[src/rtl/codes.v]
// Shared decode constants: RV32 control-transfer opcodes and the state
// encodings of the branch stall sequencer. Safe to include more than once.
`ifndef CODES_V
`define CODES_V

// Control-transfer opcodes that raise the decoder stall flag
`define OPC_BRANCH      7'b1100011
`define OPC_JAL         7'b1101111
`define OPC_JALR        7'b1100111

// branch_stall_ctrl state encodings
`define STALL_RUN       2'd0
`define STALL_HOLD      2'd1
`define STALL_REDIRECT  2'd2
`define STALL_ERROR     2'd3

`endif

[src/rtl/branch_stall_ctrl_pkg.sv]
// Types shared by the branch stall sequencer and its bench-visible helpers.
// State values come from the shared codes.v so decode and control agree.
`include "codes.v"

package branch_stall_ctrl_pkg;

    // state | meaning
    // RUN      | fetch advancing, decode passes instructions
    // HOLD     | control transfer in execute, fetch frozen, bubbles injected
    // REDIRECT | one-cycle PC load from redirect_pc
    // ERROR    | resolve never arrived, sticky until reset_n
    typedef enum logic [1:0] {
        ST_RUN      = `STALL_RUN,
        ST_HOLD     = `STALL_HOLD,
        ST_REDIRECT = `STALL_REDIRECT,
        ST_ERROR    = `STALL_ERROR
    } stall_state_e;

endpackage

[src/rtl/stall_perf_ctr.sv]
// 32-bit wrapping event counter used for stall performance statistics.
module stall_perf_ctr (
    input  logic        clock,
    input  logic        reset_n,
    input  logic        inc_i,
    output logic [31:0] count_o
);

    logic [31:0] count_q;
    logic [31:0] count_d;

    // Next count: add one per qualifying cycle, natural modulo-2^32 wrap
    always_comb begin
        count_d = count_q;
        if (inc_i) count_d = count_q + 32'd1;
    end

    // Counter register
    always_ff @(posedge clock or negedge reset_n) begin
        if (!reset_n) count_q <= '0;
        else          count_q <= count_d;
    end

    assign count_o = count_q;

endmodule

[src/rtl/branch_stall_ctrl.sv]
// Control-hazard sequencer between fetch and decode. Freezes fetch and
// squashes decode while a branch/jump resolves, then redirects or resumes.
// Optional statistics counters are built when STALL_PERF_EN is defined.
module branch_stall_ctrl
    import branch_stall_ctrl_pkg::*;
#(
    parameter int MAX_WAIT = 16,
    parameter int XLEN     = 32
) (
    input  logic            clock,
    input  logic            reset_n,
    input  logic            stall_in,
    input  logic            resolve_valid,
    input  logic            resolve_taken,
    input  logic [XLEN-1:0] resolve_target,
    output logic            fetch_en,
    output logic            bubble,
    output logic            redirect_valid,
    output logic [XLEN-1:0] redirect_pc,
    output logic            err
`ifdef STALL_PERF_EN
    ,
    output logic [31:0]     perf_stall_cycles,
    output logic [31:0]     perf_branches,
    output logic [31:0]     perf_taken
`endif
);

    localparam int CW = (MAX_WAIT > 1) ? $clog2(MAX_WAIT) : 1;
    localparam logic [CW-1:0] WAIT_LAST = CW'(MAX_WAIT - 1);
    // JALR targets always land on an even address
    localparam logic [XLEN-1:0] PC_ALIGN_MASK = ~{{(XLEN-1){1'b0}}, 1'b1};

    stall_state_e    state_q, state_d;
    logic [CW-1:0]   wait_cnt_q, wait_cnt_d;
    logic            fetch_en_q, fetch_en_d;
    logic            bubble_q, bubble_d;
    logic            redirect_valid_q, redirect_valid_d;
    logic [XLEN-1:0] redirect_pc_q, redirect_pc_d;
    logic            err_q, err_d;

    // State register
    always_ff @(posedge clock or negedge reset_n) begin
        if (!reset_n) state_q <= ST_RUN;
        else          state_q <= state_d;
    end

    // Next-state logic; resolve beats the timeout on the final HOLD cycle
    always_comb begin
        state_d = state_q;
        case (state_q)
            ST_RUN: begin
                if (stall_in) state_d = ST_HOLD;
            end
            ST_HOLD: begin
                if (resolve_valid)
                    state_d = resolve_taken ? ST_REDIRECT : ST_RUN;
                else if (wait_cnt_q == WAIT_LAST)
                    state_d = ST_ERROR;
            end
            ST_REDIRECT: state_d = ST_RUN;
            ST_ERROR:    state_d = ST_ERROR;
            default:     state_d = ST_RUN;
        endcase
    end

    // Next output values, derived from the state being entered so that every
    // output is registered with one cycle of latency from the sampled inputs
    always_comb begin
        wait_cnt_d       = '0;
        fetch_en_d       = (state_d == ST_RUN);
        bubble_d         = (state_d != ST_RUN);
        redirect_valid_d = (state_d == ST_REDIRECT);
        err_d            = (state_d == ST_ERROR);
        redirect_pc_d    = redirect_pc_q;
        // counter stays below MAX_WAIT because HOLD is left at WAIT_LAST
        if (state_q == ST_HOLD && state_d == ST_HOLD)
            wait_cnt_d = wait_cnt_q + 1'b1;
        if (state_q == ST_HOLD && state_d == ST_REDIRECT)
            redirect_pc_d = resolve_target & PC_ALIGN_MASK;
    end

    // Output and wait-counter registers
    always_ff @(posedge clock or negedge reset_n) begin
        if (!reset_n) begin
            wait_cnt_q       <= '0;
            fetch_en_q       <= 1'b1;
            bubble_q         <= 1'b0;
            redirect_valid_q <= 1'b0;
            redirect_pc_q    <= '0;
            err_q            <= 1'b0;
        end else begin
            wait_cnt_q       <= wait_cnt_d;
            fetch_en_q       <= fetch_en_d;
            bubble_q         <= bubble_d;
            redirect_valid_q <= redirect_valid_d;
            redirect_pc_q    <= redirect_pc_d;
            err_q            <= err_d;
        end
    end

    assign fetch_en       = fetch_en_q;
    assign bubble         = bubble_q;
    assign redirect_valid = redirect_valid_q;
    assign redirect_pc    = redirect_pc_q;
    assign err            = err_q;

`ifdef STALL_PERF_EN
    logic inc_branch;
    logic inc_taken;

    assign inc_branch = (state_q == ST_RUN)  && (state_d == ST_HOLD);
    assign inc_taken  = (state_q == ST_HOLD) && (state_d == ST_REDIRECT);

    stall_perf_ctr u_stall_cycles (
        .clock   (clock),
        .reset_n (reset_n),
        .inc_i   (bubble_q),
        .count_o (perf_stall_cycles)
    );

    stall_perf_ctr u_branches (
        .clock   (clock),
        .reset_n (reset_n),
        .inc_i   (inc_branch),
        .count_o (perf_branches)
    );

    stall_perf_ctr u_taken (
        .clock   (clock),
        .reset_n (reset_n),
        .inc_i   (inc_taken),
        .count_o (perf_taken)
    );
`endif

endmodule
[config.mk]
export PLATFORM = sky130hd
export DESIGN_NAME = branch_stall_ctrl
export DESIGN_NICKNAME = d
export VERILOG_FILES = /design/src/rtl/branch_stall_ctrl_pkg.sv /design/src/rtl/stall_perf_ctr.sv /design/src/rtl/branch_stall_ctrl.sv
export VERILOG_INCLUDE_DIRS = /design/src /design/src/rtl
export SDC_FILE = /design/constraint.sdc
export NUM_CORES = 1
export LEC_CHECK = 0
export BUFFER_PORTS_ARGS = -buffer_cell sky130_fd_sc_hd__buf_4
export CORE_ASPECT_RATIO = 0.5
export CORE_MARGIN = 4
export CORE_UTILIZATION = 40
export DETAILED_ROUTE_END_ITERATION = 10
export PLACE_DENSITY = 0.82
export SETUP_SLACK_MARGIN = 0.3
export SLEW_MARGIN = 25
export SYNTH_ARGS = -nofsm -noshare
export SYNTH_HDL_FRONTEND = slang
export SYNTH_SLANG_ARGS = --single-unit
[constraint.sdc]
create_clock -name clock -period 3.6 [get_ports clock]
set_input_delay 0.36 -clock clock [delete_from_list [all_inputs] [get_ports clock]]
set_output_delay 0.36 -clock clock [all_outputs]
set_load 0.01 [all_outputs]
==> results of run 1 <==
## per-layer routing
metal	track usage, %	wire length, um	share of wire [%]
met4	5.425	44	1.3
met2	26.35	1876	57
met1	14.86	1190	36
met5	0	0	0
met3	6.647	151	4.6
## flip-flops by register name, indices dropped and copies added (netlist names)
register / count
fetch_en: 1
wait_cnt_q: 4
bubble: 1
redirect_valid: 1
redirect_pc: 31
err: 1
state_q: 2
## worst max-delay path by stage
stage | start | endpoint | slack [ns] | cells past startpoint
2_1_floorplan | wait_cnt_q[0] | wait_cnt_q[2] | 2.17 | 4
3_3_place_gp | wait_cnt_q[0] | wait_cnt_q[2] | 2.12 | 4
3_5_place_dp | wait_cnt_q[0] | wait_cnt_q[2] | 2.10 | 4
4_1_cts | wait_cnt_q[0] | wait_cnt_q[2] | 2.08 | 4
5_1_grt | wait_cnt_q[0] | wait_cnt_q[2] | 2.00 | 4
6_report | wait_cnt_q[0] | wait_cnt_q[2] | 2.09 | 4
## cells in the final DEF, fill, tap and decap left out
master / Yosys / routed
mux2_2: 31 / 31
xnor2_1: 1 / 1
inv_1: 3 / 3
clkbuf_8: 0 / 6
mux2i_1: 1 / 1
nand4b_1: 1 / 1
o21ai_0: 1 / 1
dfrtp_1: 40 / 40
xor2_1: 1 / 1
buf_4: 1 / 71
nor2b_1: 1 / 1
nor2_1: 6 / 6
ha_1: 1 / 1
clkinvlp_4: 0 / 1
nand3_1: 1 / 1
bufinv_16: 0 / 1
a21o_1: 1 / 1
dfstp_2: 1 / 1
and4b_1: 1 / 1
nand2b_1: 2 / 2
or4b_4: 1 / 1
conb_1: 1 / 1
## cell type report
cell class	instances	share of cell area, %
Inverter	3	0.5028
Clock inverter	2	1.676
Tap cell	51	2.849
Timing Repair Buffer	71	23.80
Clock buffer	6	3.687
Multi-Input combinational cell	51	21.62
Sequential cell	41	45.87
## power by group
group / switching [W] / total, W / internal (W) / leakage [nW]
logic: 0.000262 / 0.000667 / 0.000405 / 0.562
registers: 0.000102 / 0.000764 / 0.000661 / 0.496
clock network: 0.000157 / 0.000382 / 0.000225 / 0.0574
total: 0.000521 / 0.00181 / 0.00129 / 1.12
## per-stage QoR
step	power, W	cell area [um2]	instances
3_3_place_gp	0.001422	2120	217
4_1_cts	0.001838	2240	225
5_1_grt	0.001930	2240	225
3_5_place_dp	0.001452	2120	217
6_report	0.001813	2240	225
2_1_floorplan	0.001062	1545	99
## kinds of logic after synthesis
logic type      count (synthesis)  synth area share [%]
compound gates                  2                0.8096
simple gates                   13                 5.101
buf+inv                         7                 2.186
mux                            32                 23.24
fa+ha+maj                       1                0.8096
xor+xnor                        2                 1.134
other cells                     1                0.2427
flops                          41                 66.48
==> summary.txt, run 1 <==
Synthesis
  – Syn Std Cell Area: between 1500 and 2000 um2
  – Number of synthesis warnings: 0
  – Netlist cell types: 20
  – Top cell type's share of synthesized area: between 60% and 70%
  – Post-synth EDFFs: 0
  – Synth Net Count: about 140
  – Top cells by count, synth: dfrtp_1, mux2_2, nor2_1
  – Cells after synthesis: between 90 and 100
  – Ys flop type: dfrtp_1
  – Async S/R FF share, synth: 100.0%
  – Post-synthesis sequential area ratio: between 60% and 70%
  – Top post-synthesis cells by area: dfrtp_1, mux2_2, dfstp_2, nor2_1, buf_2
  – Most frequent cell after synthesis: dfrtp_1
  – FF+latch count, synth: roughly 40
  – Area leader, netlist: dfrtp_1
  – Mean Syn Cell Area: 15.61 um2

Route
  – Via count: 1027
  – Post-Route WL: 3.263 mm
  – Post-route ant nets: 0
  – Vias per cell: 4.564
  – DRC Markers: 0
  – DR iter-0 viols: 10
  – WL per Instance: between 10 and 15 um
  – Initial DRT Pass Iterations: 4

Clock network
  – CTS Hold Buffers Added: 0
  – CTS buffer count: 5
  – Post_cts resized: 0
  – Root buffer selected by CTS: clkbuf_8
  – Htree depth: 2
  – Post-CTS Setup Inserts: 0
  – CTS tree: yes
  – Clk Latency, worst-skew pair: between 0.2 and 0.3 ns
  – Clock Pin Slew Worst Setup and Hold Paths: 0.08 ns
  – Max Root-Sink Buffers: 2
  – CTS sink cnt: 41

Timing
  – Layout Skew: between 0.004 and 0.005 ns
  – Period utilization: 42.02%
  – Worst hold slack: between 0.03 and 0.04 ns
  – Slew Limit Fails: 0
  – Worst setup margin: around 2.1 ns
  – Setup violators final: 0
  – RSZ-0062 raised after global routing: false
  – Setup TNS: 0 ns
  – F_max: 661.0 MHz
  – Final Hold Viols: 0
  – Min Tclk post-route: ~1.5 ns

Job
  – Max Cap Viol: 0

Worst setup path
  – Worst r2r src: wait_cnt_q[0]
  – Critical path class: reg2reg
  – Top delay family on crit path: simple AND/OR/NAND/NOR gates
  – Crit. End Element: flip-flop
  – Crit path buf inv count: 0
  – CP required: 3.82 ns
  – Critical path cell sequence: ha_1 -> and4b_1 -> or4b_4 -> nor2_1
  – Slowest CP cell: or4b_4
  – CP peak stage delay: 0.51 ns
  – Crit-path max FO: 4
  – R2R depth: 4
  – Worst setup SP type: flip-flop
  – RR Endpoint: wait_cnt_q[2]
  – Worst reg-to-reg setup slack: 2.09 ns
  – Worst Path Arrival: 1.74 ns

Global routing
  – GRT overflow: 0
  – GRT Overall Usage: roughly 15%
  – First-pass GRT wire length: approximately 5.2 mm
  – Vias in the first global route: roughly 1100
  – Initial antenna violation count: 0
  – Largest net degree at the start of global routing: 42

Finish
  – Fillers: ~290
  – Layout cells sized above 1: about 64%
  – Nets: about 210
  – Area Overhead vs Synth: 44.94%
  – Register Area: around 1000 um2
  – # diodes: 0
  – Final core occ: 62.81%
  – Multi-input logic area: 484.2 um2

Power and ir drop
  – VDD IR-drop max: roughly 0.38 mV
  – Pwr/cell area: 809.4 nW/um2
  – LEAKAGE: between 1 and 1.5 nW

Die
  – I/O pins: between 70 and 80
  – Starting Density: 43.33%
  – Total Die Area: roughly 5000 um2
  – Core Box Area: roughly 3600 um2
  – Die width: 95.90 um
  – Die height: 51.95 um
  – Rows: 15

Place
  – Placement Setup Slack: 2.097 ns
  – Estimated wirelength of the detail-placed design: between 2 and 2.5 mm
  – Final Wtd Congestion: 0.7299
  – IO Port Bufs: 70

Run status
  – Status: finished, final reports clean

Hold path
  – Hold Crit Class: in2async
Power figures use the tool's default switching activity.
==> run 2: changes to the inputs <==
--- a/config.mk
+++ b/config.mk
@@ -11,7 +11,7 @@
 export CORE_MARGIN = 4
 export CORE_UTILIZATION = 40
 export DETAILED_ROUTE_END_ITERATION = 10
-export PLACE_DENSITY = 0.82
+export PLACE_DENSITY = 0.85
 export SETUP_SLACK_MARGIN = 0.3
 export SLEW_MARGIN = 25
 export SYNTH_ARGS = -nofsm -noshare
==> constraint.sdc (replaced) <==
create_clock -name clock -period 1.34 [get_ports clock]
set_input_delay 0.134 -clock clock [delete_from_list [all_inputs] [get_ports clock]]
set_output_delay 0.134 -clock clock [all_outputs]
set_load 0.01 [all_outputs]
==> summary.txt, run 2 (synthesized netlist as in run 1, its figures left out) <==
Clock network
  – Htree depth: 2 (unchanged)
  – Clock Pin Slew Worst Setup and Hold Paths: 0.09 ns (was 0.08 ns)
  – Max Root-Sink Buffers: 2 (unchanged)
  – Clk Latency, worst-skew pair: 0.30 ns (was 0.28 ns)
  – Root buffer selected by CTS: clkbuf_8 (unchanged)
  – CTS buffer count: 5 (unchanged)
  – CTS sink cnt: 41 (unchanged)
  – CTS tree: yes (unchanged)

Finish
  – Most frequent cells in the layout: buf_4, dfrtp_1, mux2_4 (was buf_4, dfrtp_1, mux2_2)
  – Largest register FFs: 31 (unchanged)
  – Nets: 224 (was 211)
  – # diodes: 0 (unchanged)
  – Post-Layout Inst Area: 2540 um2 (was 2240 um2)
  – Post-route insts no fill: 238 (was 225)
  – Commonest non-fill, non-tap cell in the layout: buf_4 (unchanged)
  – Area Overhead vs Synth: 64.37% (was 44.94%)
  – Layout cells sized above 1: 70.59% (was 64.37%)

Die
  – Die height: 51.95 um (unchanged)
  – Die width: 95.90 um (unchanged)
  – Core Box Area: 3566 um2 (unchanged)
  – I/O pins: 73 (unchanged)
  – Starting Density: 43.33% (unchanged)
  – Total Die Area: 4982 um2 (unchanged)
  – Rows: 15 (unchanged)

Power and ir drop
  – LEAKAGE: 1.312 nW (was 1.116 nW)
  – Pwr Total: 0.005462 W (was 0.001813 W)
  – Pwr/cell area: 2150 nW/um2 (was 809.4 nW/um2)
  – VDD IR-drop max: 1.276 mV (was 0.3797 mV)

Route
  – Initial DRT Pass Iterations: 2 (was 4)
  – Post-route ant nets: 0 (unchanged)
  – WL per Instance: 16.95 um (was 14.50 um)
  – Via count: 1125 (was 1027)
  – DRC Markers: 0 (unchanged)
  – DR iter-0 viols: 39 (was 10)
  – Post-Route WL: 4.035 mm (was 3.263 mm)
  – Vias per cell: 4.727 (was 4.564)

Timing
  – Worst hold slack: 0.06286 ns (was 0.03293 ns)
  – F_max: 661.7 MHz (was 661.0 MHz)
  – Setup violators final: 28 (was 0)
  – Least-Margin Pin Slew: between 0.5 and 0.6 ns
  – Slew Limit Fails: 0 (unchanged)
  – RSZ-0062 raised after global routing: true (was false)
  – Max-Slew Margin vs Limit: about two thirds
  – Min Tclk post-route: 1.511 ns (was 1.513 ns)
  – Period utilization: 112.8% (was 42.02%)
  – Layout Skew: 0.009381 ns (was 0.004402 ns)
  – Final Hold Viols: 0 (unchanged)
  – Worst setup margin: -0.1712 ns (was 2.087 ns)
  – Setup TNS: -1.122 ns (was 0 ns)

Run status
  – Failing checks: setup timing
  – Status: finished, violations left (was finished, final reports clean)

Place
  – Estimated wirelength of the detail-placed design: 2.365 mm (was 2.418 mm)
  – Dpl cell area: 2152 um2 (was 2120 um2)
  – Final Wtd Congestion: 0.7310 (was 0.7299)
  – Placed Instances: 221 (was 217)
  – IO Port Bufs: 70 (unchanged)

Hold path
  – Hold Crit Class: in2reg (was in2async)

Global routing
  – GRT overflow: 0 (unchanged)
  – GRT Overall Usage: 17.42% (was 14.56%)
  – First-pass GRT wire length: 6.265 mm (was 5.244 mm)
  – Vias in the first global route: 1217 (was 1125)
  – Largest net degree at the start of global routing: 42 (unchanged)
  – Initial antenna violation count: 0 (unchanged)

Worst setup path
  – CP required: 1.57 ns (was 3.82 ns)
  – Crit-path max FO: 4 (unchanged)
  – Worst setup SP type: flip-flop (unchanged)
  – Critical path class: reg2reg (unchanged)
  – Slowest CP cell: or4b_4 (unchanged)
  – Crit path buf inv count: 0 (unchanged)
  – Critical path cell sequence: ha_2 -> and4b_1 -> or4b_4 -> nor2_1 (was ha_1 -> and4b_1 -> or4b_4 -> nor2_1)
  – CP peak stage delay: 0.53 ns (was 0.51 ns)
  – Top delay family on crit path: simple AND/OR/NAND/NOR gates (unchanged)
  – Worst Path Arrival: 1.74 ns (about the same)
  – Crit. End Element: flip-flop (unchanged)

Job
  – Max Cap Viol: 0 (unchanged)
run 2: final cells by class:
type                    instances  area [um2]
clock buffers                   5       68.82
clock inverters                 3       65.06
fillers                       226        1026
inverters                       3       11.26
multi-input cells              51       584.3
flip-flops and latches         41        1027
well taps                      51       63.81
repair buffers                 84       719.4
run 2: per-stage QoR:
step                      worst slack, ns  util [%]
after floorplan                  -0.04373         -
after global placement           -0.05156     60.35
after detailed placement         -0.09176     60.35
after CTS                         -0.1084     70.04
after global routing              -0.1821     71.23
final                             -0.1712     71.23
run 2: per-layer routing:
| layer | wire length [um] | track usage, % | vias up |
|---|---|---|---|
| li1 | - | - | 511 |
| met1 | 1647 | 20.31 | 583 |
| met2 | 2188 | 31.19 | 25 |
| met3 | 137 | 4.913 | 6 |
| met4 | 62 | 5.660 | 0 |
| met5 | 0 | 0 | - |
run 2: final timing paths:
path,startpoint,endpoint,slack (ns),depth (start not counted)
max,wait_cnt_q[0],wait_cnt_q[0],-0.17,4
min,resolve_target[6],redirect_pc[6],0.06,2
max reg2reg,wait_cnt_q[0],wait_cnt_q[0],-0.17,4
min reg2reg,redirect_pc[31],redirect_pc[31],0.51,1
max in group asynchronous,reset_n,fetch_en,0.62,2
min in group asynchronous,reset_n,redirect_pc[7],0.36,2
run 2: report_power, final:
part | total [W] | switching [W] | internal (W)
sequential | 0.00207 | 0.000293 | 0.00178
clock | 0.00118 | 0.000437 | 0.000740
combinational | 0.00221 | 0.000814 | 0.00140
run 2: timing repair:
action,in CTS,in global routing
gates resized for setup,34,8
cloned,4,0
hold buffers,1,0
buffers inserted,3,1
endpoints found under the setup margin,41,42
hold endpoints to repair,40,0
